==> config.mk <==
export PLATFORM = sky130hd
export DESIGN_NAME = vram_arbiter
export DESIGN_NICKNAME = d
export VERILOG_FILES = /design/src/rtl/vram_arbiter.sv
export SDC_FILE = /design/constraint.sdc
export NUM_CORES = 1
export LEC_CHECK = 0
export CAP_MARGIN = 20
export CORE_AREA = 2 2 100 102
export CTS_CLUSTER_SIZE = 12
export DETAILED_ROUTE_END_ITERATION = 16
export DIE_AREA = 0 0 102 104
export PLACE_DENSITY = 0.82
export SYNTH_ARGS = -nofsm -noshare
export SYNTH_HDL_FRONTEND = slang
export SYNTH_SLANG_ARGS = --single-unit
==> constraint.sdc <==
create_clock -name vga_clk -period 2.05 [get_ports vga_clk]
set_clock_uncertainty 0.1 [all_clocks]
set_input_delay 0.41 -clock vga_clk [delete_from_list [all_inputs] [get_ports vga_clk]]
set_output_delay 0.41 -clock vga_clk [all_outputs]
set_load 0.02 [all_outputs]
==> src/rtl/vram_arbiter.sv <==
// vram_arbiter: shares one synchronous VRAM32 port between the BGW renderer (A),
// the sprite renderer (B) and the CPU. Renderers are served round-robin every
// cycle; the CPU takes cycles left free by the renderers. Read data is steered
// back to its issuer by a {valid, owner} tag pipeline that matches the RAM latency.
//
// Build option: define VRAM_ARB_CPU_ACTIVE_EN to let the CPU use free cycles in
// the active display area too. Without it, the CPU is served only while blank=1.
//
// CPU FSM
//   state | meaning
//   IDLE  | no CPU access in flight, a new request may be granted
//   BUSY  | CPU access granted, waiting for the write ack or read data return
module vram_arbiter #(
    parameter int ADDR_W  = 14,
    parameter int DATA_W  = 32,
    parameter int RAM_LAT = 1
) (
    input  logic              vga_clk,
    input  logic              reset,
    input  logic              blank,
    input  logic              a_req,
    input  logic [ADDR_W-1:0] a_addr,
    output logic              a_valid,
    output logic [DATA_W-1:0] a_q,
    input  logic              b_req,
    input  logic [ADDR_W-1:0] b_addr,
    output logic              b_valid,
    output logic [DATA_W-1:0] b_q,
    input  logic              cpu_req,
    input  logic              cpu_we,
    input  logic [ADDR_W-1:0] cpu_addr,
    input  logic [DATA_W-1:0] cpu_d,
    output logic [DATA_W-1:0] cpu_q,
    output logic              cpu_ack,
    output logic [ADDR_W-1:0] ram_addr,
    output logic [DATA_W-1:0] ram_d,
    output logic              ram_we,
    input  logic [DATA_W-1:0] ram_q
);

    localparam logic [0:0] ST_IDLE = 1'b0;
    localparam logic [0:0] ST_BUSY = 1'b1;

    localparam logic [1:0] OWN_A   = 2'd0;
    localparam logic [1:0] OWN_B   = 2'd1;
    localparam logic [1:0] OWN_CPU = 2'd2;

    // Tag stage k describes the access whose address was at the RAM k cycles ago;
    // the last stage lines up with ram_q.
    logic [RAM_LAT:0][2:0] tag_q, tag_d;
    logic [0:0]            state_q, state_d;
    logic                  rr_ptr_q, rr_ptr_d;     // 0 = A next on contention, 1 = B
    logic                  cpu_wr_ack_q, cpu_wr_ack_d;
    logic [ADDR_W-1:0]     ram_addr_q, ram_addr_d;
    logic [DATA_W-1:0]     ram_d_q, ram_d_d;
    logic                  ram_we_q, ram_we_d;

    logic grant_a, grant_b, grant_cpu, cpu_slot_ok;
    logic [2:0] ret_tag;
    logic cpu_rd_ack;

`ifdef VRAM_ARB_CPU_ACTIVE_EN
    logic blank_unused;
    assign blank_unused = blank;
    assign cpu_slot_ok  = 1'b1;
`else
    assign cpu_slot_ok  = blank;
`endif

    // Grant decision: renderers first (round-robin on contention), CPU on a free slot.
    always_comb begin
        grant_a   = a_req & (~b_req | ~rr_ptr_q);
        grant_b   = b_req & ~grant_a;
        grant_cpu = ~(a_req | b_req) & cpu_req & (state_q == ST_IDLE) & cpu_slot_ok;
    end

    // Next-state values for the RAM port, pointer and CPU write ack.
    always_comb begin
        ram_addr_d   = ram_addr_q;
        ram_d_d      = ram_d_q;
        ram_we_d     = 1'b0;
        rr_ptr_d     = rr_ptr_q;
        cpu_wr_ack_d = 1'b0;
        if (grant_a) begin
            ram_addr_d = a_addr;
            rr_ptr_d   = 1'b1;
        end else if (grant_b) begin
            ram_addr_d = b_addr;
            rr_ptr_d   = 1'b0;
        end else if (grant_cpu) begin
            ram_addr_d   = cpu_addr;
            ram_d_d      = cpu_d;
            ram_we_d     = cpu_we;
            cpu_wr_ack_d = cpu_we;
        end
    end

    // Tag pipeline: only reads enter it; writes are acked directly one cycle later.
    always_comb begin
        tag_d = tag_q;
        if (grant_a)
            tag_d[0] = {1'b1, OWN_A};
        else if (grant_b)
            tag_d[0] = {1'b1, OWN_B};
        else if (grant_cpu && !cpu_we)
            tag_d[0] = {1'b1, OWN_CPU};
        else
            tag_d[0] = 3'b000;
        for (int k = 1; k <= RAM_LAT; k++)
            tag_d[k] = tag_q[k-1];
    end

    // Return side: decode the tag that matches the current ram_q.
    always_comb begin
        ret_tag    = tag_q[RAM_LAT];
        a_valid    = ret_tag[2] && (ret_tag[1:0] == OWN_A);
        b_valid    = ret_tag[2] && (ret_tag[1:0] == OWN_B);
        cpu_rd_ack = ret_tag[2] && (ret_tag[1:0] == OWN_CPU);
        cpu_ack    = cpu_wr_ack_q | cpu_rd_ack;
        a_q        = a_valid    ? ram_q : '0;
        b_q        = b_valid    ? ram_q : '0;
        cpu_q      = cpu_rd_ack ? ram_q : '0;
    end

    // CPU FSM: busy from grant until its ack, so a request held into the ack cycle is ignored.
    always_comb begin
        state_d = state_q;
        case (state_q)
            ST_IDLE: if (grant_cpu) state_d = ST_BUSY;
            ST_BUSY: if (cpu_ack)   state_d = ST_IDLE;
            default:                state_d = ST_IDLE;
        endcase
    end

    // State registers with synchronous reset; reset drops any in-flight tag.
    always_ff @(posedge vga_clk) begin
        if (reset) begin
            tag_q        <= '0;
            state_q      <= ST_IDLE;
            rr_ptr_q     <= 1'b0;
            cpu_wr_ack_q <= 1'b0;
            ram_addr_q   <= '0;
            ram_d_q      <= '0;
            ram_we_q     <= 1'b0;
        end else begin
            tag_q        <= tag_d;
            state_q      <= state_d;
            rr_ptr_q     <= rr_ptr_d;
            cpu_wr_ack_q <= cpu_wr_ack_d;
            ram_addr_q   <= ram_addr_d;
            ram_d_q      <= ram_d_d;
            ram_we_q     <= ram_we_d;
        end
    end

    assign ram_addr = ram_addr_q;
    assign ram_d    = ram_d_q;
    assign ram_we   = ram_we_q;

endmodule

==> flow_results.org <==
** Outcome
- Status :: finished, final reports clean

** Drt
- In the routed layout, each cell is associated on average with a via count of about 4.8.
- After detailed routing, the number of remaining DRC violations is 0.
- First-pass detailed-route iteration total :: 4
- Topmost layer with routed signal wires :: met5
- In the final routed layout, each cell accounts on average for ~17 um.
- Routed met1 length :: roughly 4.7 mm
- The routed layout has 3557 vias.
- Met2 WL post-DR :: about 6 mm
- The detail route stage leaves a number of antenna-violating nets equal to 0.
- DRT iter0 DRCs :: around 120
- Detailed routing placed a total of 1.10 mm of wire on met3.
- Post-detailed-routing wire length :: around 12 mm

** STA
- Slew headroom :: roughly 66%
- Minimum period implied by the final worst setup slack :: 1980 ps
- In the post-route analysis, the smallest setup slack over all paths is a little under 70 ps.
- Dividing the final minimum period by the clock period gives 96.7%.
- Tightest Pin Transition :: slightly above 500 ps
- The number of max-slew violations in the final report was 0.
- Final count of negative-setup-slack endpoints :: 0
- Hold violation total from the final report :: 0
- Maximum clock rate :: 505 MHz

** Floorplan
- Die area :: approximately 11000 sq um
- Ports :: 259
- The floorplan has 36 rows.
- The region available for standard cell placement spans ~9500 sq um.
- Vert. Die Dim :: around 100 um
- Die extent in x :: between 100 and 150 um
- For this configuration, the core starts out at a cell density of 30.9%.

** Yosys
- Number of distinct standard cells referenced by the synthesized netlist :: 30
- Cell taking the most area after synthesis :: dfxtp_1
- Dominant cells by area after synthesis :: dfxtp_1, and2_1, a21oi_1, nand3_1, o21ai_0
- EDFF count, synth :: 0
- Summing every instance area after synthesis gives roughly 3000 sq um.
- Each instance of the synthesized netlist takes up on average about 8.4 sq um.
- Number of warning messages in the yosys log :: 0
- Area share of the largest cell type after synthesis :: roughly 37%
- FF+latch count, synth :: 55
- Most repeated cell in the gate-level netlist after synthesis :: and2_1
- Nets in the synthesized netlist :: about 460
- Sequential share of the synthesized area :: a little under two fifths
- Share of flip-flops with an asynchronous set or reset after synthesis :: 0%
- Most frequently used flop master after synthesis :: dfxtp_1
- Most frequent cells after synthesis :: and2_1, dfxtp_1, a21oi_1, nand3_1, o21ai_0
- Number of cells produced by synthesis :: 350

** Min path
- Number of cells traversed by the worst hold path :: 1
- The path class of the tightest hold or removal check is flip-flop to flip-flop.

** Critical path
- Worst setup path startpoint :: ret_tag[1]$_SDFF_PP0_
- The critical path goes through and3b_2, clkbuf_16, and2_1, buf_2.
- The setup check on the worst reg-to-reg path leaves a slack of between 600 and 700 ps.
- The worst register-to-register path ends at ram_addr[11]$_SDFFE_PP0P_.
- Stage delay of the slowest cell on the critical path :: ~350 ps
- Slowest stage cell, crit path :: dfxtp_2
- At the worst endpoint, the arrival time is between 1000 and 1500 ps.
- Origin of the critical flop-to-flop path :: state_q$_SDFF_PP0_
- STA puts the critical path data required time at 1540 ps.
- STA classifies the critical path endpoint as an output pin.
- The setup path with the least slack is of type flip-flop to output pin.
- Following the worst setup path forward leads to its endpoint at b_q[13].
- The worst register-to-register path has a depth of 5.
- STA classifies the critical path startpoint as a flip-flop.
- Largest fanout of any net on the critical path :: 11

** Final layout
- Area growth from synthesis to layout :: 86.4%
- Net total in the final layout :: approximately 720
- In the final layout, the share of cells above drive strength 1 is 25.4%.
- Antenna cells :: 0
- Fill cells in the final layout number 889.
- Summing all non-filler instances in the final layout gives an area of 5510 sq um.

** Place
- Final RePlAce weighted congestion :: between 0.8 and 0.9
- Post-detail-place hpwl :: between 8 and 9 mm
- During placement, the flow inserted port buffers numbering about 260.
- Placed Instance Area :: ~5800 sq um
- At the placement stage, the worst setup path has a slack of -150 ps.

** CTS
- For this design, the CTS-stage hold fixing added 0 buffers.
- Root Driver :: clkbuf_8
- The clock reaches the later pin of the worst-skew pair after 310 ps.
- Counting the buffers created by CTS gives 5.
- Counting every sink on the clock net gives 55.
- TritonCTS built the clock tree.
- Max Buffers Root-to-Sink :: 2
- H-tree levels :: 2
- Clock-pin slew was measured on the worst setup and hold paths at 100 ps.

** Run
- Count of maximum capacitance violations :: 0

** Global route
- The via count of the first global-routing pass is roughly 3400.
- Global routing used 21.2% of the available tracks.
- Maximum number of pins on one net before global-route repair :: 35
- After global routing the overflow that remains totals 0.
- Antenna violations before repair :: 2
- Global-route wire length before repair :: ~18 mm

** Power and ir drop
- Pwr/cell area :: ~450 nW/um^2
- Peak ir drop on the vdd network :: between 0.3 and 0.4 mV
- Leakage power figure :: 2.37 nW
[cells by family after synthesis]
kind of cell    share of synthesized area (%)
simple gates                             30.1
compound gates                           16.4
flops                                    37.3
buf+inv                                  5.80
mux                                      10.4
[report_power, final]
part | internal [mW] | switching (mW)
clock network | 0.247 | 0.376
logic | 0.394 | 0.303
registers | 1.11 | 0.0221
total | 1.75 | 0.701
[worst min path at each step]
stage	startpoint	end	slack (ps)
finish	tag_d[4]$_SDFF_PP0_	ret_tag[1]$_SDFF_PP0_	330
floorplan	tag_d[3]$_SDFF_PP0_	ret_tag[0]$_SDFF_PP0_	310
detailed placement	tag_d[4]$_SDFF_PP0_	ret_tag[1]$_SDFF_PP0_	320
CTS	tag_d[4]$_SDFF_PP0_	ret_tag[1]$_SDFF_PP0_	330
global route	tag_d[4]$_SDFF_PP0_	ret_tag[1]$_SDFF_PP0_	340
global placement	tag_d[5]$_SDFF_PP0_	ret_tag[2]$_SDFF_PP0_	320
[state kept, by name, indices dropped and copies added (netlist names)]
register	count
state_q	1
ret_tag	3
tag_d	3
ram_d	32
ram_we	1
rr_ptr_q	1
ram_addr	14
[layout make-up]
| type | count | area [sq um] | share of cell area, % |
|---|---|---|---|
| tap | 133 | 166 | 3.02 |
| timing repair buffer | 280 | 2440 | 44.2 |
| clock inverter | 3 | 23.8 | 0.432 |
| multi-input combinational | 258 | 1700 | 30.9 |
| sequential | 55 | 1100 | 20.1 |
| inverter | 2 | 7.51 | 0.136 |
| clock buffer | 5 | 68.8 | 1.25 |
[placed cells by master, fill, tap and decap left out, types with 2 or more instances in the layout]
cell type / n
dfxtp_1: 52
a21oi_1: 32
o21ai_0: 32
nor2b_1: 3
clkdlybuf4s50_1: 159
clkbuf_8: 5
buf_12: 7
buf_4: 10
dfxtp_2: 3
nor2_1: 3
buf_2: 62
clkbuf_16: 4
and3b_2: 2
inv_1: 2
clkdlybuf4s15_1: 2
buf_6: 3
mux2i_1: 15
o2bb2ai_1: 13
and2_1: 95
nand3_1: 32
mux2_2: 14
nor3b_1: 2
clkbuf_2: 33
[worst max-delay path, delay by kind of cell, from the launching register on]
kind / cells / cell delay [ps]
buffers and inverters: 2 / 340
flip-flops: 1 / 350
AND/OR/NAND/NOR: 2 / 460
[metrics by stage]
| step | utilization (%) | power (mW) | instances | hold WS [ps] | TNS (ps) |
|---|---|---|---|---|---|
| 6_report | 57.7 | 2.46 | 736 | 330 | 0 |
| 5_1_grt | 57.7 | 2.57 | 736 | 344 | -95.4 |
| 4_1_cts | 61.9 | 2.48 | 730 | 332 | 0 |
| 3_5_place_dp | 60.2 | 1.86 | 722 | 325 | -8500 |
| 3_3_place_gp | 60.2 | 1.84 | 722 | 320 | -7170 |
| 2_1_floorplan | - | 1.43 | 350 | 314 | 0 |
[layer usage]
layer / global-route usage, % / vias to the layer above
li1: - / 1707
met1: 23.3 / 1646
met2: 37.2 / 170
met3: 7.33 / 30
met4: 7.90 / 4
met5: 0 / -
[what timing repair did]
item	CTS	global route
setup endpoints to repair	98	96
gates resized for setup	261	107
gates cloned	0	4
setup buffers	0	2
Power figures use the tool's default switching activity.
